--- src/rtl/song_player.sv ---
// Autonomous note sequencer: walks a song stored in an external synchronous ROM
// and drives the one-hot notes vector and octave code consumed by the sound engine.
module song_player #(
    parameter int unsigned UNIT_CYCLES = 6250000,
    parameter int unsigned GAP_CYCLES  = 1000000,
    parameter int unsigned ADDR_W      = 8
) (
    input  logic              clk,
    input  logic              rst,
    input  logic              start,
    input  logic              stop,
    input  logic              pause,
    input  logic              loop_en,
    output logic [ADDR_W-1:0] rom_addr,
    input  logic [15:0]       rom_data,
    output logic [7:0]        notes,
    output logic [1:0]        octave,
    output logic              busy,
    output logic              paused,
    output logic              done
);

    // The counter serves both note durations and the articulation gap.
    localparam int unsigned DUR_MAX = 63 * UNIT_CYCLES;
    localparam int unsigned CNT_MAX = (DUR_MAX > GAP_CYCLES) ? DUR_MAX : GAP_CYCLES;
    localparam int unsigned CNT_W   = $clog2(CNT_MAX + 1);

    localparam logic [CNT_W-1:0] UNIT_C   = CNT_W'(UNIT_CYCLES);
    localparam logic [CNT_W-1:0] GAP_LOAD = (GAP_CYCLES == 0) ? '0 : CNT_W'(GAP_CYCLES - 1);

    typedef enum logic [2:0] {
        S_IDLE,
        S_FETCH,
        S_PLAY,
        S_GAP,
        S_END,
        S_PAUSED
    } state_t;

    state_t            state, state_d;
    state_t            saved_state, saved_state_d;
    logic [CNT_W-1:0]  cnt, cnt_d;
    logic              fetch_phase, fetch_phase_d;
    logic              pause_pend, pause_pend_d;
    logic [ADDR_W-1:0] rom_addr_d;
    logic [7:0]        lat_notes, lat_notes_d;
    logic [1:0]        lat_oct, lat_oct_d;
    logic              done_d;

    logic [7:0] notes_d;
    logic [1:0] octave_d;
    logic       busy_d;
    logic       paused_d;

    logic [7:0] rd_notes;
    logic [1:0] rd_oct;
    logic [5:0] rd_dur;

    assign rd_notes = rom_data[15:8];
    assign rd_oct   = (rom_data[7:6] == 2'b11) ? 2'b00 : rom_data[7:6];
    assign rd_dur   = rom_data[5:0];

    always_comb begin
        // NOTE: every signal gets a default here so no path leaves one unassigned (no latches).
        state_d       = state;
        saved_state_d = saved_state;
        cnt_d         = cnt;
        fetch_phase_d = fetch_phase;
        pause_pend_d  = pause_pend;
        rom_addr_d    = rom_addr;
        lat_notes_d   = lat_notes;
        lat_oct_d     = lat_oct;
        done_d        = 1'b0;

        if (stop && state != S_IDLE) begin
            state_d       = S_IDLE;
            rom_addr_d    = '0;
            cnt_d         = '0;
            fetch_phase_d = 1'b0;
            pause_pend_d  = 1'b0;
        end else begin
            case (state)
                S_IDLE: begin
                    if (start) begin
                        state_d       = S_FETCH;
                        rom_addr_d    = '0;
                        fetch_phase_d = 1'b0;
                    end
                end

                S_FETCH: begin
                    if (pause) begin
                        pause_pend_d = 1'b1;
                    end
                    if (!fetch_phase) begin
                        fetch_phase_d = 1'b1;
                    end else begin
                        fetch_phase_d = 1'b0;
                        if (rd_dur == 6'd0) begin
                            state_d = S_END;
                        end else begin
                            lat_notes_d = rd_notes;
                            lat_oct_d   = rd_oct;
                            cnt_d       = CNT_W'(rd_dur) * UNIT_C - CNT_W'(1);
                            state_d     = S_PLAY;
                        end
                    end
                end

                S_PLAY: begin
                    // A pause held over from FETCH lands here before any count is consumed.
                    if (pause || pause_pend) begin
                        saved_state_d = S_PLAY;
                        state_d       = S_PAUSED;
                        pause_pend_d  = 1'b0;
                    end else if (cnt == '0) begin
                        if (GAP_CYCLES == 0) begin
                            rom_addr_d = rom_addr + ADDR_W'(1);
                            state_d    = S_FETCH;
                        end else begin
                            cnt_d   = GAP_LOAD;
                            state_d = S_GAP;
                        end
                    end else begin
                        cnt_d = cnt - CNT_W'(1);
                    end
                end

                S_GAP: begin
                    if (pause) begin
                        saved_state_d = S_GAP;
                        state_d       = S_PAUSED;
                    end else if (cnt == '0) begin
                        rom_addr_d = rom_addr + ADDR_W'(1);
                        state_d    = S_FETCH;
                    end else begin
                        cnt_d = cnt - CNT_W'(1);
                    end
                end

                S_END: begin
                    // An empty song never loops, otherwise loop_en would refetch forever.
                    rom_addr_d    = '0;
                    fetch_phase_d = 1'b0;
                    if (rom_addr == '0 || !loop_en) begin
                        done_d  = 1'b1;
                        state_d = S_IDLE;
                    end else begin
                        state_d = S_FETCH;
                    end
                end

                S_PAUSED: begin
                    if (pause) begin
                        state_d = saved_state;
                    end
                end

                default: begin
                    state_d = S_IDLE;
                end
            endcase
        end

        // Sound outputs trail the state by one register stage.
        notes_d  = (state == S_PLAY && state_d != S_PAUSED && state_d != S_IDLE) ? lat_notes : 8'h00;
        octave_d = (state == S_PLAY) ? lat_oct : octave;
        busy_d   = (state_d != S_IDLE);
        paused_d = (state_d == S_PAUSED);
    end

    always_ff @(posedge clk) begin
        if (rst) begin
            state       <= S_IDLE;
            saved_state <= S_IDLE;
            cnt         <= '0;
            fetch_phase <= 1'b0;
            pause_pend  <= 1'b0;
            rom_addr    <= '0;
            lat_notes   <= 8'h00;
            lat_oct     <= 2'b00;
            notes       <= 8'h00;
            octave      <= 2'b00;
            busy        <= 1'b0;
            paused      <= 1'b0;
            done        <= 1'b0;
        end else begin
            // NOTE: non-blocking assignments so every register samples pre-edge values.
            state       <= state_d;
            saved_state <= saved_state_d;
            cnt         <= cnt_d;
            fetch_phase <= fetch_phase_d;
            pause_pend  <= pause_pend_d;
            rom_addr    <= rom_addr_d;
            lat_notes   <= lat_notes_d;
            lat_oct     <= lat_oct_d;
            notes       <= notes_d;
            octave      <= octave_d;
            busy        <= busy_d;
            paused      <= paused_d;
            done        <= done_d;
        end
    end

endmodule

--- config.mk ---
export PLATFORM = sky130hd
export DESIGN_NAME = song_player
export DESIGN_NICKNAME = d
export VERILOG_FILES = /design/src/rtl/song_player.sv
export SDC_FILE = /design/constraint.sdc
export NUM_CORES = 1
export LEC_CHECK = 0
export ABC_AREA = 1
export CAP_MARGIN = 0
export CORE_ASPECT_RATIO = 0.75
export CORE_MARGIN = 3
export CORE_UTILIZATION = 47
export CTS_CLUSTER_SIZE = 10
export DETAILED_ROUTE_END_ITERATION = 7
export HOLD_SLACK_MARGIN = 0.15
export PLACE_DENSITY_LB_ADDON = 0.08
export SLEW_MARGIN = 20
export SYNTH_ARGS = -nofsm -noshare
export SYNTH_HDL_FRONTEND = slang
export SYNTH_SLANG_ARGS = --single-unit
--- constraint.sdc ---
create_clock -name clk -period 5.55 [get_ports clk]
set_input_delay 1.11 -clock clk [delete_from_list [all_inputs] [get_ports clk]]
set_output_delay 1.11 -clock clk [all_outputs]
set_load 0.01 [all_outputs]
Word level (Yosys, flattened, before mapping)
Cells that the tools add are included.

operators by class
  multiplexer cells = 33
  equal/unequal tests = 18
  $add $sub $neg = 3
  reduce and logical (&&, ||, !) cells = 26
  $mul = 1
  bitwise gates (word level) = 4

operators by type and width
  operator               count
  $mux 29                6
  $pmux 29 s3            1
  $sub 29x1->29 const B  2
  $mux 3                 11
  $logic_not 29->1       1
  $mul 6x19->25 const B  1
  $mux 8                 3
  $pmux 8 s3             1
  $ne 2x2->1 const B     10
  $pmux 3 s6             1
  $reduce_bool 3->1      5
  $reduce_and 4->1       3
  $eq 3x3->1 const B     3
  $add 8x1->8 const B    1
  $logic_not 8->1        1
  $eq 3x2->1 const B     2
  $logic_not 6->1        1
  $mux 1                 6
  $pmux 3 s2             1
  $reduce_and 6->1       1
  $not 1->1              4
  $reduce_bool 2->1      2
  $reduce_or 2->1        2
  $eq 3x1->1 const B     1
  12 further kinds       15

storage, ports and cells
  register bits = 68
  input port bits = 22
  logic and storage cells = 98
  output and inout port bits = 21

Longest topological paths before layout
  depth after elaboration = 10
  depth in mapped cells = 23
  gate-level depth less buffers = 23

Worst setup path after synthesis
Ideal clock, no wire load.

  kind = input to register
  start point = in rom_data[0]
  end point = reg cnt[24]
  stages = 22
  data arrival time = 4.347 ns
  library setup time = 0.119 ns
  setup slack = 1.084 ns
  data required time = 5.431 ns
  buffers on the path = 0
  cell sequence = inv_1 > fa_1 > inv_1 > fa_1 > inv_1 > fa_1 > inv_1 > ha_1 > nand2_1 > inv_1 > a21oi_1 > nand2_1 > nand2_1 > nand2_1 > nor2_2 > nand2_1 > nor2_2 > nand2_1 > nand2_1 > nand2_1 > nand2_1 > a21oi_1

between the ends
  longest elaborated chain between the ends = 5
  elaborated cells between the ends (all ways) = 8
  classes of those cells = 1 x add/sub; 1 x mul; 1 x eq/ne; 3 x mux; 2 x reduce/logical

RTL lines
  item                  RTL line  text
  start, declared       15        input logic [15:0] rom_data,
  $mul 6x19->25         104       cnt_d = CNT_W'(rd_dur) * UNIT_C - CNT_W'(1);
  $sub 29x1->29         104
  $mux 29               99        if (rd_dur == 6'd0) begin
  $mux 29               95        if (!fetch_phase) begin
  $pmux 29 s3           82        case (state)
  end signal, assigned  191       cnt <= cnt_d;
  end, declared         42        logic [CNT_W-1:0] cnt, cnt_d;

Several ways; a longest one is shown, not always the timed one. The select of a mux whose other input is x is not followed.
A chain may end at the register's enable or synchronous reset.

Final worst setup path
  start point = in rom_data[1]
  end point = reg cnt[27]

The elaborated chain is that of the path after synthesis.

==> impl_results.md <==
* Min-delay src: lat_notes[6]$_SDFFE_PP0P_
* Leakage component of the power at 3.48 nW
* TritonCTS Sinks at 67
* Syn-to-layout area delta at 14.6%
* Post-synth top area share at 0.219
* Number of enable flip-flop cells after synthesis at 0
* Root buffer cell: sky130_fd_sc_hd__clkbuf_16
* Total global routing overflow at 0
* Layout Nets at 1,070
* Number of distinct library cell variants in the gate-level netlist after synthesis at 51
* Prevailing post-synth register cell: sky130_fd_sc_hd__dfxtp_1
* Post-synthesis cell count at 933
* IO buf count at 42
* Routed length per instance at 13.7 um
* Syn nets at 1,023
* Number of rows created at floorplan at 35
* Period minus WS final at 5.20 ns
* Tcrit/Tclk final at 0.938
* Top cell family by delay on the critical path: adder cells
* Synth warnings at 0
* Fraction of power spent switching nets at 0.502
* Most frequent cells after synthesis: 221 x sky130_fd_sc_hd__nand2_1, 150 x sky130_fd_sc_hd__inv_1, 94 x sky130_fd_sc_hd__nor2_1
* Switching power total at 1.46 mW
* Worst skew pair latency at 0.33 ns
* Type of element capturing the critical path: flip-flop
* Horizontal extent of the die at 138 um
* Num CTS Buffers at 9
* Share of synthesized area occupied by flip-flops and latches at 0.219
* Worst path slowest cell: sky130_fd_sc_hd__clkdlybuf4s50_1
* Most frequent cell on the critical path: sky130_fd_sc_hd__nand2_1
* Maximum number of buffers from clock root to sink at 2
* Clock-pin slew on the worst setup and hold paths at 0.06 ns
* HPWL after detailed placement at 12,700 um
* Fraction of power consumed by sequential logic at 0.195
* Buffers & Inverters on Critical Path at 5
* Internal reg-to-reg setup slack at 2.72 ns
* Die boundary height at 105 um
* Placed Instances at 1,135
* Crit path required time at 5.81 ns
* Cell type with the largest total area after synthesis: sky130_fd_sc_hd__dfxtp_1
* Maximum clock frequency at 192 MHz
* Floorplan Core Area at 12,500 um^2
* Number of max-cap violations at 0
* Most frequent cell after synthesis: sky130_fd_sc_hd__nand2_1
* Reg2Reg Depth at 12
* Sequence of cells on the critical path: clkdlybuf4s50_1 > inv_1 > fa_1 > inv_1 > fa_1 > inv_1 > fa_1 > inv_1 > ha_1 > nand2_1 > nor2_1 > nand4_1 > nand3_1 > nand2_1 > nand2_1 > nand2_1 > nor2_1 > nand2_1 > nand2_1 > nand3_1 > a21oi_1
* Final-report hold violation count at 0
* Number of violations reported at the end of detailed-routing iteration 0 at 425
* Overall power at 2.90 mW
* Tightest Hold Check Type: reg2reg
* Count of non-filler cells in the finished layout at 1,151
* Worst r2r src: state[2]$_SDFF_PP0_
* Comb power frac at 0.619
* Starting Density at 0.489
* Clock tree from TritonCTS: done
* Number of remaining DRC errors at 0
* Global-route wire length before repair at 26,300 um
* Count of pins on the block boundary at 43
* #FFs+latches synth at 67
* Status: complete, no violations
* Async set-reset flop share out of synthesis at 0
* Unrepaired setup endpoints after global routing: false
* Initial antenna violation count at 0
* Number of hold buffers added after CTS at 0
* H-Tree Level Count at 3
* Arrival time at the worst endpoint at 5.46 ns
* Crit-path max FO at 5
* Critical Path Max Stage Delay at 0.57 ns
* Post-Syn Area per Cell at 6.57 um^2
* Die Footprint at 14,500 um^2
* Overall global routing resource usage at 0.225
* Vias at 5,865
* Min-Delay Endpoint: notes[6]$_SDFF_PP0_
* Fill count at 1,263
* Number of max-slew violations in the final report at 0
* Largest cells by area after synthesis: sky130_fd_sc_hd__dfxtp_1 22%, sky130_fd_sc_hd__nand2_1 14%, sky130_fd_sc_hd__ha_1 10%
* Power per unit of standard cell area at 413 nW/um^2
* ANT nets after route at 0
* Pin count of the biggest net entering global routing at 36
* Maximum vdd drop at 177 uV
* Largest clock skew in the final design at 0.00408 ns
* First drt pass iteration count at 4
* Via count of the first global-routing pass at 5,332
* Fraction of layout cells with a size suffix above 1 at 0.0731
* Critical Setup Path Class: in2reg
* Ratio of routed vias to standard cells at 5.10
* Proportion of power drawn by the clock network at 0.186
* Final setup fails at 0
* Antenna cell count at 0
* Internal power component at 1.45 mW
* Total routed wirelength at 15,700 um
* Reg-to-reg endpoint: cnt[2]$_SDFFE_PP0P_
* Type of origin of the critical path: input pin
* Worst hold path cell count at 2
* Post-Synthesis Cell Area at 6130 um^2
* Weighted congestion reported at the end of routability-driven placement at 0.912
* Relative slew margins at 0.591
* Sum of negative setup slack at 0 ns
* Slew @ Worst Pin at 0.611 ns
-- layer usage --
layer / vias to the layer above / track usage / wire (um)
met5: - / 0 / 0
met4: 0 / 0.0254 / 70
met3: 6 / 0.0375 / 833
met2: 122 / 0.296 / 5870
met1: 2652 / 0.384 / 8950
li1: 3085 / - / -
-- cell families (layout without fill, tap and decap cells) --
logic type	after synthesis	in the layout	synth area share
adder cells (fa/ha/maj)	68	68	0.161
AND/OR/NAND/NOR	446	446	0.331
flip-flops	67	67	0.219
AO/OA/AOI/OAI	151	151	0.137
buffers and inverters	171	223	0.109
XOR/XNOR	30	30	0.0429
-- sequential cells by signal, indices dropped and copies added, names as in the netlist --
signal and cells:
done 1, pause_pend 1, notes 8, saved_state 2, paused 1, lat_notes 8, octave 2, fetch_phase 1
lat_oct 2, rom_addr 8, state 3, busy 1, cnt 29
-- cells in the final DEF, fill, tap and decap left out, types with 5 or more instances in the layout --
cell type	n
sky130_fd_sc_hd__a21oi_1	71
sky130_fd_sc_hd__o21ai_0	53
sky130_fd_sc_hd__nand4_1	11
sky130_fd_sc_hd__nor3_1	12
sky130_fd_sc_hd__a31oi_1	5
sky130_fd_sc_hd__nand2_2	8
sky130_fd_sc_hd__nor2_1	94
sky130_fd_sc_hd__nand3_1	57
sky130_fd_sc_hd__clkdlybuf4s50_1	42
sky130_fd_sc_hd__nor2_2	12
sky130_fd_sc_hd__inv_2	7
sky130_fd_sc_hd__fa_1	18
sky130_fd_sc_hd__xor2_1	19
sky130_fd_sc_hd__dfxtp_1	67
sky130_fd_sc_hd__inv_1	150
sky130_fd_sc_hd__nand2_1	221
sky130_fd_sc_hd__nand3b_1	7
sky130_fd_sc_hd__buf_4	7
sky130_fd_sc_hd__clkbuf_16	9
sky130_fd_sc_hd__ha_1	49
sky130_fd_sc_hd__xnor2_1	11
-- metrics by stage --
step	hold slack [ns]	setup WS, ns	cell area (um^2)	util
6_report	0.435	0.346	7020	0.561
4_1_cts	0.435	0.359	7020	0.561
3_3_place_gp	0.429	0.0798	6740	0.538
5_1_grt	0.470	0.000540	7020	0.561
2_1_floorplan	0.416	1.08	6130	-
3_5_place_dp	0.430	0.0218	6740	0.538
-- worst reg2reg max path, stage by stage (launching register included) --
cell	delay [ns]
sky130_fd_sc_hd__dfxtp_1	0.50
sky130_fd_sc_hd__inv_2	0.09
sky130_fd_sc_hd__nand2_2	0.47
sky130_fd_sc_hd__nor2_4	0.10
sky130_fd_sc_hd__inv_2	0.14
sky130_fd_sc_hd__o21ai_2	0.09
sky130_fd_sc_hd__nor4_2	0.14
sky130_fd_sc_hd__nand2_1	0.08
sky130_fd_sc_hd__buf_4	0.23
sky130_fd_sc_hd__inv_2	0.45
sky130_fd_sc_hd__nand2_1	0.14
sky130_fd_sc_hd__inv_1	0.18
sky130_fd_sc_hd__a31oi_1	0.10
-- power by group through the flow --
stage / combinational [mW] / clock (mW) / sequential, mW
after floorplan: 1.36 / 0 / 0.565
after global placement: 1.76 / 0 / 0.574
after detailed placement: 1.76 / 0 / 0.573
after CTS: 1.77 / 0.552 / 0.564
after global routing: 2.03 / 0.580 / 0.570
final: 1.80 / 0.541 / 0.565
-- timing repair --
action	4_1_cts	5_1_grt
resized for setup	0	1
setup endpoints to repair	0	1
buffers inserted	0	0
-- worst max path at each step --
stage,slack (ns),cells past startpoint,end,from
floorplan,1.08,22,cnt[24]$_SDFFE_PP0P_,rom_data[0]
global placement,0.08,23,cnt[28]$_SDFFE_PP0P_,rom_data[1]
detailed placement,0.02,21,cnt[27]$_SDFFE_PP0P_,rom_data[1]
CTS,0.36,21,cnt[27]$_SDFFE_PP0P_,rom_data[1]
global route,0.0005,23,cnt[28]$_SDFFE_PP0P_,rom_data[1]
finish,0.35,21,cnt[27]$_SDFFE_PP0P_,rom_data[1]
-- cell type report --
type                       count  area [um^2]  share of cell area
tap                          166          208              0.0296
clock inverter                 7         60.1             0.00855
inverter                     158          596              0.0848
clock buffer                   9          225              0.0321
sequential                    67         1340               0.191
timing repair buffer          49          473              0.0673
multi-input combinational    695         4120               0.587
Note: power is estimated with default switching activity, not from simulation.
